`config.mk`:
```
export PLATFORM = sky130hd
export DESIGN_NAME = serial_word_collector_flat
export DESIGN_NICKNAME = d
export VERILOG_FILES = /design/src/rtl/collector_pkg.sv /design/src/rtl/serial_word_collector_if.sv /design/src/rtl/word_hold_slot.sv /design/src/rtl/serial_word_collector.sv /design/src/flat_wrapper.sv
export SDC_FILE = /design/constraint.sdc
export NUM_CORES = 1
export LEC_CHECK = 0
export ABC_CLOCK_PERIOD_IN_PS = 3100
export BUFFER_PORTS_ARGS = -buffer_cell sky130_fd_sc_hd__buf_2
export CAP_MARGIN = 30
export CORE_UTILIZATION = 56
export CTS_CLUSTER_DIAMETER = 100
export DETAILED_ROUTE_END_ITERATION = 6
export PLACE_DENSITY = 0.81
export SYNTH_ARGS = -nofsm -noshare
export SYNTH_HDL_FRONTEND = slang
export SYNTH_SLANG_ARGS = --single-unit
export TNS_END_PERCENT = 100
```
`constraint.sdc`:
```
create_clock -name t_clk -period 3.1 [get_ports t_clk]
set_input_delay 0 -clock t_clk [delete_from_list [all_inputs] [get_ports t_clk]]
set_output_delay 0 -clock t_clk [all_outputs]
set_load 0.01 [all_outputs]
```
`src/rtl/collector_pkg.sv`:
```
// Shared definitions for the serial word collector and its neighbours in the
// serial two's-complement datapath.
package collector_pkg;

  localparam int DEFAULT_WIDTH = 8;

  typedef enum logic {
    IDLE    = 1'b0,
    COLLECT = 1'b1
  } state_t;

endpackage

```
`src/rtl/serial_word_collector_if.sv`:
```
// Valid/ready word port between the collector's hold slot and its consumer.
interface serial_word_collector_if
  import collector_pkg::*;
#(
  parameter int WIDTH = DEFAULT_WIDTH
);

  logic [WIDTH-1:0] out_word;
  logic             out_valid;
  logic             out_ready;

  modport master (output out_word, output out_valid, input out_ready);
  modport slave  (input out_word, input out_valid, output out_ready);

endinterface

```
`src/rtl/word_hold_slot.sv`:
```
// One-entry valid/ready hold register. A word may load in the same cycle the
// held word is drained, so back-to-back frames never stall on a ready consumer.
module word_hold_slot
  import collector_pkg::*;
#(
  parameter int WIDTH = DEFAULT_WIDTH
) (
  input  logic                     t_clk,
  input  logic                     r,
  input  logic                     load_i,
  input  logic [WIDTH-1:0]         word_i,
  output logic                     accept_o,
  output logic                     full_o,
  serial_word_collector_if.master  hold_if
);

  logic [WIDTH-1:0] word_q;
  logic [WIDTH-1:0] word_d;
  logic             valid_q;
  logic             valid_d;

  assign accept_o          = (!valid_q) || hold_if.out_ready;
  assign full_o            = valid_q;
  assign hold_if.out_word  = word_q;
  assign hold_if.out_valid = valid_q;

  // Next-state for the slot: a load wins over a drain in the same cycle.
  always_comb begin
    word_d  = word_q;
    valid_d = valid_q;
    if (load_i && accept_o) begin
      word_d  = word_i;
      valid_d = 1'b1;
    end else if (valid_q && hold_if.out_ready) begin
      valid_d = 1'b0;
    end else begin
      valid_d = valid_q;
    end
  end

  // Slot registers.
  always_ff @(posedge t_clk or negedge r) begin
    if (!r) begin
      word_q  <= '0;
      valid_q <= 1'b0;
    end else begin
      word_q  <= word_d;
      valid_q <= valid_d;
    end
  end

endmodule

```
`src/rtl/serial_word_collector.sv`:
```
// Assembles LSB-first serial bits into WIDTH-bit words and hands them to a
// one-entry hold slot; flags framing errors and dropped words.
module serial_word_collector
  import collector_pkg::*;
#(
  parameter int WIDTH = DEFAULT_WIDTH
) (
  input  logic                     t_clk,
  input  logic                     r,
  input  logic                     y_in,
  input  logic                     bit_valid,
  input  logic                     sof,
  output logic                     busy,
  output logic                     frame_err,
  output logic                     overrun,
  serial_word_collector_if.master  out_if
);

  localparam int CNT_W = $clog2(WIDTH);

  state_t           state_q;
  state_t           state_d;
  logic [CNT_W-1:0] count_q;
  logic [CNT_W-1:0] count_d;
  logic [WIDTH-1:0] shreg_q;
  logic [WIDTH-1:0] shreg_d;
  logic             frame_err_q;
  logic             frame_err_d;
  logic             overrun_q;
  logic             overrun_d;
  logic [WIDTH-1:0] shifted_s;
  logic             load_s;
  logic             accept_s;
  logic             full_s;

  assign shifted_s = {y_in, shreg_q[WIDTH-1:1]};
  assign busy      = (state_q == COLLECT);
  assign frame_err = frame_err_q;
  assign overrun   = overrun_q;

  // Frame FSM: bit counting, shifting and completion/error detection.
  always_comb begin
    state_d     = state_q;
    count_d     = count_q;
    shreg_d     = shreg_q;
    load_s      = 1'b0;
    frame_err_d = 1'b0;
    case (state_q)
      IDLE: begin
        if (bit_valid && sof) begin
          shreg_d = shifted_s;
          count_d = CNT_W'(1);
          state_d = COLLECT;
        end else if (bit_valid) begin
          frame_err_d = 1'b1;
        end else begin
          state_d = IDLE;
        end
      end
      COLLECT: begin
        if (bit_valid && sof) begin
          // Restart: stale partial bits are shifted out by the new frame.
          shreg_d     = shifted_s;
          count_d     = CNT_W'(1);
          frame_err_d = 1'b1;
        end else if (bit_valid) begin
          shreg_d = shifted_s;
          if (count_q == CNT_W'(WIDTH - 1)) begin
            load_s  = 1'b1;
            count_d = '0;
            state_d = IDLE;
          end else begin
            count_d = count_q + CNT_W'(1);
          end
        end else begin
          state_d = COLLECT;
        end
      end
      default: begin
        state_d = IDLE;
        count_d = '0;
      end
    endcase
  end

  assign overrun_d = load_s && full_s && !accept_s;

  // Collector state and error pulse registers.
  always_ff @(posedge t_clk or negedge r) begin
    if (!r) begin
      state_q     <= IDLE;
      count_q     <= '0;
      shreg_q     <= '0;
      frame_err_q <= 1'b0;
      overrun_q   <= 1'b0;
    end else begin
      state_q     <= state_d;
      count_q     <= count_d;
      shreg_q     <= shreg_d;
      frame_err_q <= frame_err_d;
      overrun_q   <= overrun_d;
    end
  end

  word_hold_slot #(.WIDTH(WIDTH)) u_hold (
    .t_clk    (t_clk),
    .r        (r),
    .load_i   (load_s),
    .word_i   (shifted_s),
    .accept_o (accept_s),
    .full_o   (full_s),
    .hold_if  (out_if)
  );

endmodule

```
`src/flat_wrapper.sv`:
```
// flat-port wrapper written by rule: the top's interface ports become plain ports
module serial_word_collector_flat import collector_pkg::*;
#(
  parameter int WIDTH = DEFAULT_WIDTH
)
  (t_clk, r, y_in, bit_valid, sof, busy, frame_err, overrun, out_if_out_word, out_if_out_valid, out_if_out_ready);
  serial_word_collector_if #(.WIDTH(WIDTH)) out_if_i ();
  input  logic t_clk;
  input  logic r;
  input  logic y_in;
  input  logic bit_valid;
  input  logic sof;
  output logic busy;
  output logic frame_err;
  output logic overrun;
  output wire logic [$bits(out_if_i.out_word)-1:0] out_if_out_word;
  output wire logic [$bits(out_if_i.out_valid)-1:0] out_if_out_valid;
  input wire logic [$bits(out_if_i.out_ready)-1:0] out_if_out_ready;
  assign out_if_out_word = out_if_i.out_word;
  assign out_if_out_valid = out_if_i.out_valid;
  assign out_if_i.out_ready = out_if_out_ready;
  serial_word_collector #(.WIDTH(WIDTH)) u_core (.t_clk(t_clk), .r(r), .y_in(y_in), .bit_valid(bit_valid), .sof(sof), .busy(busy), .frame_err(frame_err), .overrun(overrun), .out_if(out_if_i));
endmodule
```
# --- Yosys cells after proc, flatten, opt, wreduce, memory -nomap -nowiden ---
# Cells that the tools add are included.
word_totals:
  word_cells: 45
  ff_bits: 23
  inputBits: 6
classes:
  eq_ne: 3
  bitwise_logic: 1
  add_sub_neg: 1
  reduce_logical: 10
  mux: 23
op_table:
  columns: ["op", "n"]
  rows:
  - ["$mux W8", 3]
  - ["$pmux W8 S2", 1]
  - ["$mux W1", 12]
  - ["$mux W3", 4]
  - ["$pmux W3 S2", 1]
  - ["$logic_and A1 B1 Y1", 5]
  - ["$pmux W1 S2", 2]
  - ["$add A3 B1 Y3 const B", 1]
  - ["$eq A3 B3 Y1 const B", 1]
  - ["$ne A3 B3 Y1 const B", 1]
  - ["$logic_not A1 Y1", 2]
  - ["$ne A2 B1 Y1 const B", 1]
  - ["$reduce_and A2 Y1", 1]
  - ["$reduce_bool A2 Y1", 1]
  - ["$logic_or A1 B1 Y1", 1]
  - ["$not A1 Y1", 1]

# --- Longest topological paths before layout ---
# Gate-level depths: netlist of run 1.
depth:
  ltp_word: 7
  depth_mapped: 6

# --- By module ---
# A second synthesis of run 1 with hierarchy kept.
unflattened:
  hier_cells: 66
  hier_area_um2: 985.9
by_module_without_submodules:
  columns: ["mod", "area_each_um2", "seq_area_each_um2", "instances", "cells_per_inst"]
  rows:
  - ["serial_word_collector", 593.1, 325.3, 1, 45]
  - ["word_hold_slot", 392.9, 225.2, 1, 21]

# --- Worst setup path after synthesis of run 1 ---
# No wires, ideal clock.
synth_path:
  path_type: "register to register"
  start: "register u_core.count_q[0]"
  end: "register u_core.u_hold.word_q[7], in the netlist u_core.u_hold.hold_if.out_word[7]"
  setup_time_ns: 0.125
  slack_ns: 1.594
  stages_incl_launch_ff: 7
  t_required_ns: 2.975
  synth_period_minus_slack_ns: 1.506
  t_arrival_ns: 1.382
  path_cell_list: "dfrtp_1 ha_1 ha_1 nand4b_4 nor2b_2 buf_6 mux2_2"
synth_via:
  elab_chain_len: 6
synth_rtl:
  columns: ["element", "line", "source"]
  rows:
  - ["from (decl)", "serial_word_collector.sv:23", "logic [CNT_W-1:0] count_q;"]
  - ["from (signal assigned)", "serial_word_collector.sv:98", "count_q <= count_d;"]
  - ["$eq A3 B3 Y1", "serial_word_collector.sv:68", "if (count_q == CNT_W'(WIDTH - 1)) begin"]
  - ["$mux W1", "serial_word_collector.sv:68", null]
  - ["$mux W1", "serial_word_collector.sv:66", "end else if (bit_valid) begin"]
  - ["$mux W1", "serial_word_collector.sv:61", "if (bit_valid && sof) begin"]
  - ["$mux W1", "serial_word_collector.sv:48", "case (state_q)"]
  - ["$logic_and A1 B1 Y1", "word_hold_slot.sv:31", "if (load_i && accept_o) begin"]
  - ["to (signal assigned)", "word_hold_slot.sv:47", "word_q <= word_d;"]
  - ["to (decl)", "word_hold_slot.sv:17", "logic [WIDTH-1:0] word_q;"]
# Every way passes these cells.
# A chain may end at the register's enable or synchronous reset.

# --- Worst setup path after layout of run 1 ---
layout_path:
  start: "register u_core.count_q[0]"
  end: "register u_core.u_hold.word_q[4], in the netlist u_core.u_hold.hold_if.out_word[4]"
# The elaborated chain is that of the path after synthesis.

==> out/metrics.cfg, run 1 <==
[run_status]
outcome = complete, no violations

[power_and_ir_drop]
power_uw = 709
powerDensity_nw_per_um2 = 655
irDropWorstVdd_mv = 0.422
leakagePower_nw = 0.548

[placed_design]
pre_cts_ws_ps = 1340
hpwlAfterDp_um = 890
dp_cells = 95
gp_congestion = 0.786
io_buffer_count = 17
dpl_cell_area_um2 = 1010

[floorplan]
floorplan.initialDensity = 0.607
die_h_um = 42.9
core_area_um2 = 1540
row_count = 14
pin_count = 18
die_x_um = 42.9
die-area_um2 = 1840

[worst_setup_path]
r2r-end = u_core.u_hold.hold_if.out_word[4]$_DFFE_PN0P_
rr_startpoint = u_core.count_q[0]$_DFFE_PN0P_
critical_path_arrival_ps = 1970
required_ps = 3290
rrSetupSlack_ps = 1310
crit_type = reg -> reg
critPathCaptureType = flip-flop
cp-start-kind = flip-flop
critPathMaxFanout = 8
reg2regPathDepth = 5

[clocking]
root_buffer = clkbuf_4
clk_pin_slew_ps = 110
holdBufCountCts = 4
worstSkewPairLatency_ps = 290
clock_sinks = 22
cts-htree-levels = 1
cts_tree = yes
numCtsBuffers = 3
cts_resized = 0
cts_buffer_depth = 2
cts_setup_buffers = 0

[grt]
grt_pass1_vias = 512
overflow = 0
grtUsageTotal = 0.165
use_met2 = 0.242
global_route.usage.met1 = 0.237
grt_max_degree = 23
grt_pass1_wl_um = 2240
busiest_layer = met2
grt_use_met3 = 0.0298
antenna_found_initial = 0

[synthesis]
yosys.area.top_type_share = 0.588
synth_flop_cell = dfrtp_1
synth_area_leader_cell = dfrtp_1
yosysWarningCount = 0
yosysSeqAreaShare = 0.588
syn_area_um2 = 936
synth.most_common_cell = dfrtp_1
ys_seq_elements = 22
synth_nets = 74
synth_common_cells = dfrtp_1 (22), mux2_2 (14), nand2_1 (5)
synth_edf_count = 0
synth.distinct_cells = 22
post_synth_inst_count = 66
synthTopCellsByArea = dfrtp_1 (59%), mux2_2 (17%), ha_1 (2.7%), nand4b_4 (2.5%), buf_6 (2.4%)
synthArstFlopShare = 1.00
avgSynthCellArea_um2 = 14.2

[timing]
setup_violations = 0
fin_tns_setup_ps = 0
slew_headroom = 0.690
timing.final.crit_period_ps = 1790
hold-worst-slack_ps = 49.6
fin_crit_sh = 0.577
setup_slack_ps = 1310
slew_viol_final = 0
hold_viol = 0
final.setup_skew_ps = 3.46
rsz0062_at_grt = no
fmax_ghz = 0.559
worst_slew_pin_slew_ps = 465

[drt]
finalWirelength_um = 1290
drt_iter0_drc = 9
antenna_left = 0
wl_per_cell_um = 12.5
firstDrtPassIters = 4
vias_per_cell = 5.25
vias = 541
drc = 0

[hold_path]
hold_start = bit_valid
hold_path.class = in -> reg
whs_path_depth = 3
min_to = u_core.count_q[0]$_DFFE_PN0P_

[layout]
layoutNonFillerInstCount = 103
finalNetCount = 96
design_area_um2 = 1080
post-route-util = 0.702
area_delta_synth_final_pct = 15.6
antenna_cells = 0
drive_above_1_share = 0.460

[job]
drv_cap = 0

## critical path: stages (launching register included)
cell and delay (ps):
dfrtp_1 390, ha_1 160, ha_1 220, nand4b_4 120
nor2b_2 400, mux2_2 390
## how the worst max path moves through the flow
stage / start / endpoint / slack (ps) / depth (start not counted)
final: u_core.count_q[0]$_DFFE_PN0P_ / u_core.u_hold.hold_if.out_word[4]$_DFFE_PN0P_ / 1310 / 5
after CTS: u_core.count_q[0]$_DFFE_PN0P_ / u_core.u_hold.hold_if.out_word[4]$_DFFE_PN0P_ / 1310 / 5
after floorplan: u_core.count_q[0]$_DFFE_PN0P_ / u_core.u_hold.hold_if.out_word[7]$_DFFE_PN0P_ / 1590 / 6
after global placement: u_core.count_q[0]$_DFFE_PN0P_ / u_core.u_hold.hold_if.out_word[3]$_DFFE_PN0P_ / 1380 / 5
after global routing: u_core.count_q[0]$_DFFE_PN0P_ / u_core.u_hold.hold_if.out_word[4]$_DFFE_PN0P_ / 1210 / 5
after detailed placement: u_core.count_q[0]$_DFFE_PN0P_ / u_core.u_hold.hold_if.out_word[4]$_DFFE_PN0P_ / 1340 / 5
## cell families (layout without fill, tap and decap cells)
kind of cell,count (synthesis),count (layout),share of synthesized area
fa+ha+maj,2,2,0.0267
flops,22,22,0.588
compound gates,7,7,0.0548
simple gates,13,13,0.0909
buf+inv,6,27,0.0455
xor+xnor,1,1,0.00936
mux,15,15,0.184
## placed cells by master (no fill, tap or decap), drive strengths merged
cell type | Yosys | layout
nor3b | 1 | 1
a22o | 1 | 1
nand2 | 5 | 5
buf | 4 | 17
o21a | 2 | 2
mux2 | 15 | 15
clkbuf | 0 | 4
ha | 2 | 2
nor2 | 1 | 1
xnor2 | 1 | 1
nor2b | 1 | 1
dfrtp | 22 | 22
inv | 2 | 2
nand3 | 2 | 2
dlygate4sd3 | 0 | 4
o21ai | 2 | 2
and2 | 1 | 1
nand4b | 1 | 1
o22ai | 2 | 2
nand2b | 1 | 1
## flip-flops by register name (all words and copies together) (netlist names)
signal,count
u_core.u_hold.full_o,1
u_core.shreg_q,7
u_core.u_hold.hold_if.out_word,8
u_core.overrun,1
u_core.busy,1
u_core.count_q,3
u_core.frame_err,1
## final cells by class
| cell class | instances | area, um2 |
|---|---|---|
| timing repair buffer | 21 | 125 |
| sequential | 22 | 551 |
| tap | 16 | 20.0 |
| multi-input combinational | 38 | 343 |
| fill | 110 | 459 |
| inverter | 2 | 7.51 |
| clock buffer | 4 | 36.3 |
## power by group
part | internal [mW] | switching, mW | leakage, nW | total (mW)
logic | 0.0934 | 0.0676 | 0.247 | 0.161
registers | 0.357 | 0.0418 | 0.280 | 0.399
clock network | 0.0715 | 0.0770 | 0.0210 | 0.149
total | 0.522 | 0.186 | 0.548 | 0.709
## metal layers
metal / vias up / wire [um]
met2: 13 / 575
met3: 2 / 44
li1: 271 / -
met4: 0 / 8
met5: - / 0
met1: 255 / 656
No activity file was read; power rests on OpenSTA's default activity.
==> run 2, diff against run 1 <==
--- a/config.mk
+++ b/config.mk
@@ -5,13 +5,14 @@
 export SDC_FILE = /design/constraint.sdc
 export NUM_CORES = 1
 export LEC_CHECK = 0
-export ABC_CLOCK_PERIOD_IN_PS = 3100
+export ABC_AREA = 1
+export ABC_CLOCK_PERIOD_IN_PS = 1710
 export BUFFER_PORTS_ARGS = -buffer_cell sky130_fd_sc_hd__buf_2
 export CAP_MARGIN = 30
-export CORE_UTILIZATION = 56
+export CORE_UTILIZATION = 52
 export CTS_CLUSTER_DIAMETER = 100
 export DETAILED_ROUTE_END_ITERATION = 6
-export PLACE_DENSITY = 0.81
+export PLACE_DENSITY = 0.76
 export SYNTH_ARGS = -nofsm -noshare
 export SYNTH_HDL_FRONTEND = slang
 export SYNTH_SLANG_ARGS = --single-unit
==> constraint.sdc (replaced) <==
create_clock -name t_clk -period 1.71 [get_ports t_clk]
set_input_delay 0 -clock t_clk [delete_from_list [all_inputs] [get_ports t_clk]]
set_output_delay 0 -clock t_clk [all_outputs]
set_load 0.01 [all_outputs]
==> run 2 against run 1 <==
Wire length is 17% higher; combinational power is 6% lower; total power is 48% higher; sequential share of layout area is 0.059 points lower; sequential power is 57% higher; non-clock buffer count is 1 lower; global-route usage is 1.4 points higher; maximum frequency is 27% higher; design area is 0.12% higher; first-iteration DRC count grew to 2.6 times the previous value; register-to-register slack worse by 1000 ps; worst hold slack better by 4.8 ps; critical path type unchanged; largest cell class unchanged; highest routed layer unchanged.
==> out/metrics.cfg, run 2 <==
[synthesis]
synth_edf_count = 0  ; unchanged
synth_flop_cell = dfrtp_1  ; unchanged
yosys.area.top_type_share = 0.597  ; was 0.588
synth_nets = 108  ; was 74
syn_area_um2 = 922  ; was 936 um2
yosysSeqAreaShare = 0.597  ; was 0.588
synth_area_leader_cell = dfrtp_1  ; unchanged
ys_seq_elements = 22  ; unchanged
synthArstFlopShare = 1.00  ; unchanged
avgSynthCellArea_um2 = 9.22  ; was 14.2 um2
post_synth_inst_count = 100  ; was 66
yosysWarningCount = 0  ; unchanged
synth_common_cells = nand2_1 (37), dfrtp_1 (22), nand3_1 (18)  ; was dfrtp_1 (22), mux2_2 (14), nand2_1 (5)
synth.most_common_cell = nand2_1  ; was dfrtp_1
synthTopCellsByArea = dfrtp_1 (60%), nand2_1 (15%), nand3_1 (9.8%), inv_1 (2.8%), ha_1 (2.7%)  ; was dfrtp_1 (59%), mux2_2 (17%), ha_1 (2.7%), nand4b_4 (2.5%), buf_6 (2.4%)
synth.distinct_cells = 17  ; was 22

[drt]
vias = 691  ; was 541
finalWirelength_um = 1500  ; was 1290 um
drt_iter0_drc = 23  ; was 9
firstDrtPassIters = 6  ; was 4
drc = 0  ; unchanged
wl_per_cell_um = 10.9  ; was 12.5 um
vias_per_cell = 5.01  ; was 5.25
antenna_left = 0  ; unchanged

[worst_setup_path]
critPathSlowestCell = dfrtp_1  ; was nor2b_2
critical_path_arrival_ps = 1640  ; was 1970 ps
r2r-end = u_core.u_hold.hold_if.out_word[7]$_DFFE_PN0P_  ; was u_core.u_hold.hold_if.out_word[4]$_DFFE_PN0P_
critPathMaxFanout = 9  ; was 8
slowest_delay_ps = 420  ; was 400 ps
rrSetupSlack_ps = 310  ; was 1310 ps
worstPathBufferInverterCount = 1  ; was 0
cpLargestDelayFamily = simple AND/OR/NAND/NOR gates  ; unchanged
required_ps = 1950  ; was 3290 ps
rr_startpoint = u_core.count_q[0]$_DFFE_PN0P_  ; unchanged
reg2regPathDepth = 7  ; was 5
critPathCaptureType = flip-flop  ; unchanged
crit_type = reg -> reg  ; unchanged
crit_chain = ha_1 -> ha_1 -> nand2_1 -> inv_1 -> nand3_2 -> nand2_1 -> nand2_1  ; was ha_1 -> ha_1 -> nand4b_4 -> nor2b_2 -> mux2_2
crit_top_cell = nand2_1  ; was ha_1
cp-start-kind = flip-flop  ; unchanged

[run_status]
outcome = complete, no violations  ; unchanged

[clocking]
cts-htree-levels = 1  ; unchanged
clk_pin_slew_ps = 110  ; about the same
worstSkewPairLatency_ps = 290  ; about the same
numCtsBuffers = 3  ; unchanged
cts_setup_buffers = 0  ; unchanged
root_buffer = clkbuf_4  ; unchanged
cts_tree = yes  ; unchanged
clock_sinks = 22  ; unchanged
cts_resized = 0  ; unchanged
cts_buffer_depth = 2  ; unchanged

[layout]
post-route-util = 0.687  ; was 0.702
largest_register_ffs = 8  ; unchanged
drive_above_1_share = 0.221  ; was 0.460
final_common_cell = nand2_1  ; was dfrtp_1
area_delta_synth_final_pct = 17.5  ; was 15.6%
fill_cells = 132  ; was 110
final_cell_mix = nand2_1 (37), dfrtp_1 (22), nand3_1 (18)  ; was dfrtp_1 (22), buf_2 (17), mux2_2 (14)
finalNetCount = 131  ; was 96
antenna_cells = 0  ; unchanged

[grt]
grt_max_degree = 23  ; unchanged
antenna_found_initial = 0  ; unchanged
grtUsageTotal = 0.179  ; was 0.165
overflow = 0  ; unchanged
grt_pass1_vias = 579  ; was 512
grt_pass1_wl_um = 2500  ; was 2240 um

[timing]
worst_slew_pin_slew_ps = 458  ; was 465 ps
timing.final.crit_period_ps = 1400  ; was 1790 ps
hold_viol = 0  ; unchanged
slew_viol_final = 0  ; unchanged
setup_slack_ps = 307  ; was 1310 ps
hold-worst-slack_ps = 54.4  ; was 49.6 ps
fmax_ghz = 0.713  ; was 0.559 GHz
fin_tns_setup_ps = 0  ; unchanged
fin_crit_sh = 0.821  ; was 0.577
final.setup_skew_ps = 1.62  ; was 3.46 ps
slew_headroom = 0.695  ; was 0.690
setup_violations = 0  ; unchanged
rsz0062_at_grt = no  ; unchanged

[placed_design]
hpwlAfterDp_um = 1070  ; was 890 um
gp_congestion = 0.763  ; was 0.786
io_buffer_count = 17  ; unchanged
pre_cts_ws_ps = 348  ; was 1340 ps

[floorplan]
die_x_um = 44.1  ; was 42.9 um
die-area_um2 = 1950  ; was 1840 um2
core_area_um2 = 1580  ; was 1540 um2
pin_count = 18  ; unchanged
floorplan.initialDensity = 0.585  ; was 0.607
die_h_um = 44.1  ; was 42.9 um
row_count = 14  ; unchanged

[hold_path]
hold_path.class = in -> reg  ; unchanged
hold_start = bit_valid  ; unchanged
whs_path_depth = 5  ; was 3
min_to = u_core.frame_err$_DFF_PN0_  ; was u_core.count_q[0]$_DFFE_PN0P_

[power_and_ir_drop]
irDropWorstVdd_mv = 0.524  ; was 0.422 mV
intPower_uw = 775  ; was 522 uW
seq_power_share = 0.595  ; was 0.563
swShare = 0.261  ; was 0.263
powerDensity_nw_per_um2 = 968  ; was 655 nW/um2
switching_power_uw = 274  ; was 186 uW
p_clk_frac = 0.261  ; was 0.210
leakagePower_nw = 0.636  ; was 0.548 nW
combPwrFrac = 0.144  ; was 0.227

[job]
drv_cap = 0  ; unchanged

## run 2: changes by cell type after synthesis, moves of 5 or more
cell	change
nand2_1	+32
inv_1	+5
nand3_1	+16
mux2_2	-14
## run 2: what timing repair did
| action | 4_1_cts | 5_1_grt |
|---|---|---|
| endpoints found under the setup margin | 0 | 0 |
| hold endpoints to repair | 25 | 0 |
| hold buffers | 3 | 0 |
## run 2: power by group through the flow
stage	Combinational, mW	Sequential (mW)	Clock [mW]
after floorplan	0.0826	0.637	0
after global placement	0.143	0.632	0
after detailed placement	0.147	0.633	0
after CTS	0.153	0.623	0.283
after global routing	0.173	0.631	0.301
final	0.151	0.625	0.274
## run 2: per-stage QoR
stage               cell area [um2]  cells  power (mW)
floorplan                       922    100       0.720
global placement               1020    131       0.775
detailed placement             1020    131       0.780
CTS                            1080    138        1.06
global route                   1080    138        1.11
finish                         1080    138        1.05
## run 2: how the worst max path moves through the flow
stage / from / end / slack (ps) / cells after the start
4_1_cts: u_core.count_q[0]$_DFFE_PN0P_ / u_core.u_hold.hold_if.out_word[7]$_DFFE_PN0P_ / 300 / 7
3_3_place_gp: u_core.count_q[0]$_DFFE_PN0P_ / u_core.u_hold.hold_if.out_word[6]$_DFFE_PN0P_ / 410 / 7
2_1_floorplan: u_core.count_q[0]$_DFFE_PN0P_ / u_core.u_hold.full_o$_DFFE_PN0P_ / 460 / 6
6_report: u_core.count_q[0]$_DFFE_PN0P_ / u_core.u_hold.hold_if.out_word[7]$_DFFE_PN0P_ / 310 / 7
5_1_grt: u_core.count_q[0]$_DFFE_PN0P_ / u_core.u_hold.hold_if.out_word[1]$_DFFE_PN0P_ / 190 / 7
3_5_place_dp: u_core.count_q[0]$_DFFE_PN0P_ / u_core.u_hold.hold_if.out_word[7]$_DFFE_PN0P_ / 350 / 7
## run 2: cells by family after synthesis
logic type	after synthesis	synth area share
adder cells (fa/ha/maj)	2	0.0271
flip-flops	22	0.597
buffers and inverters	9	0.0394
AND/OR/NAND/NOR	63	0.311
AO/OA/AOI/OAI	4	0.0258
## run 2: final cells by class
class	instances	area, um2	share of cell area
Sequential cell	22	551	0.508
Multi-Input combinational cell	69	335	0.309
Timing Repair Buffer	20	115	0.106
Clock buffer	4	36.3	0.0335
Inverter	7	26.3	0.0242
Tap cell	16	20.0	0.0185
## run 2: tightest hold or removal path, stage by stage
cell	delay (ps)
buf_2	120
inv_1	60
nor2_2	40
nand2_1	40
o21ai_1	50
## run 2: per-layer routing
metal | GRT usage | share of wire | wire, um
met1 | 0.258 | 0.52 | 786
met5 | 0 | 0 | 0
met2 | 0.265 | 0.43 | 649
met3 | 0.0367 | 0.035 | 53
met4 | 0.0727 | 0.0086 | 13
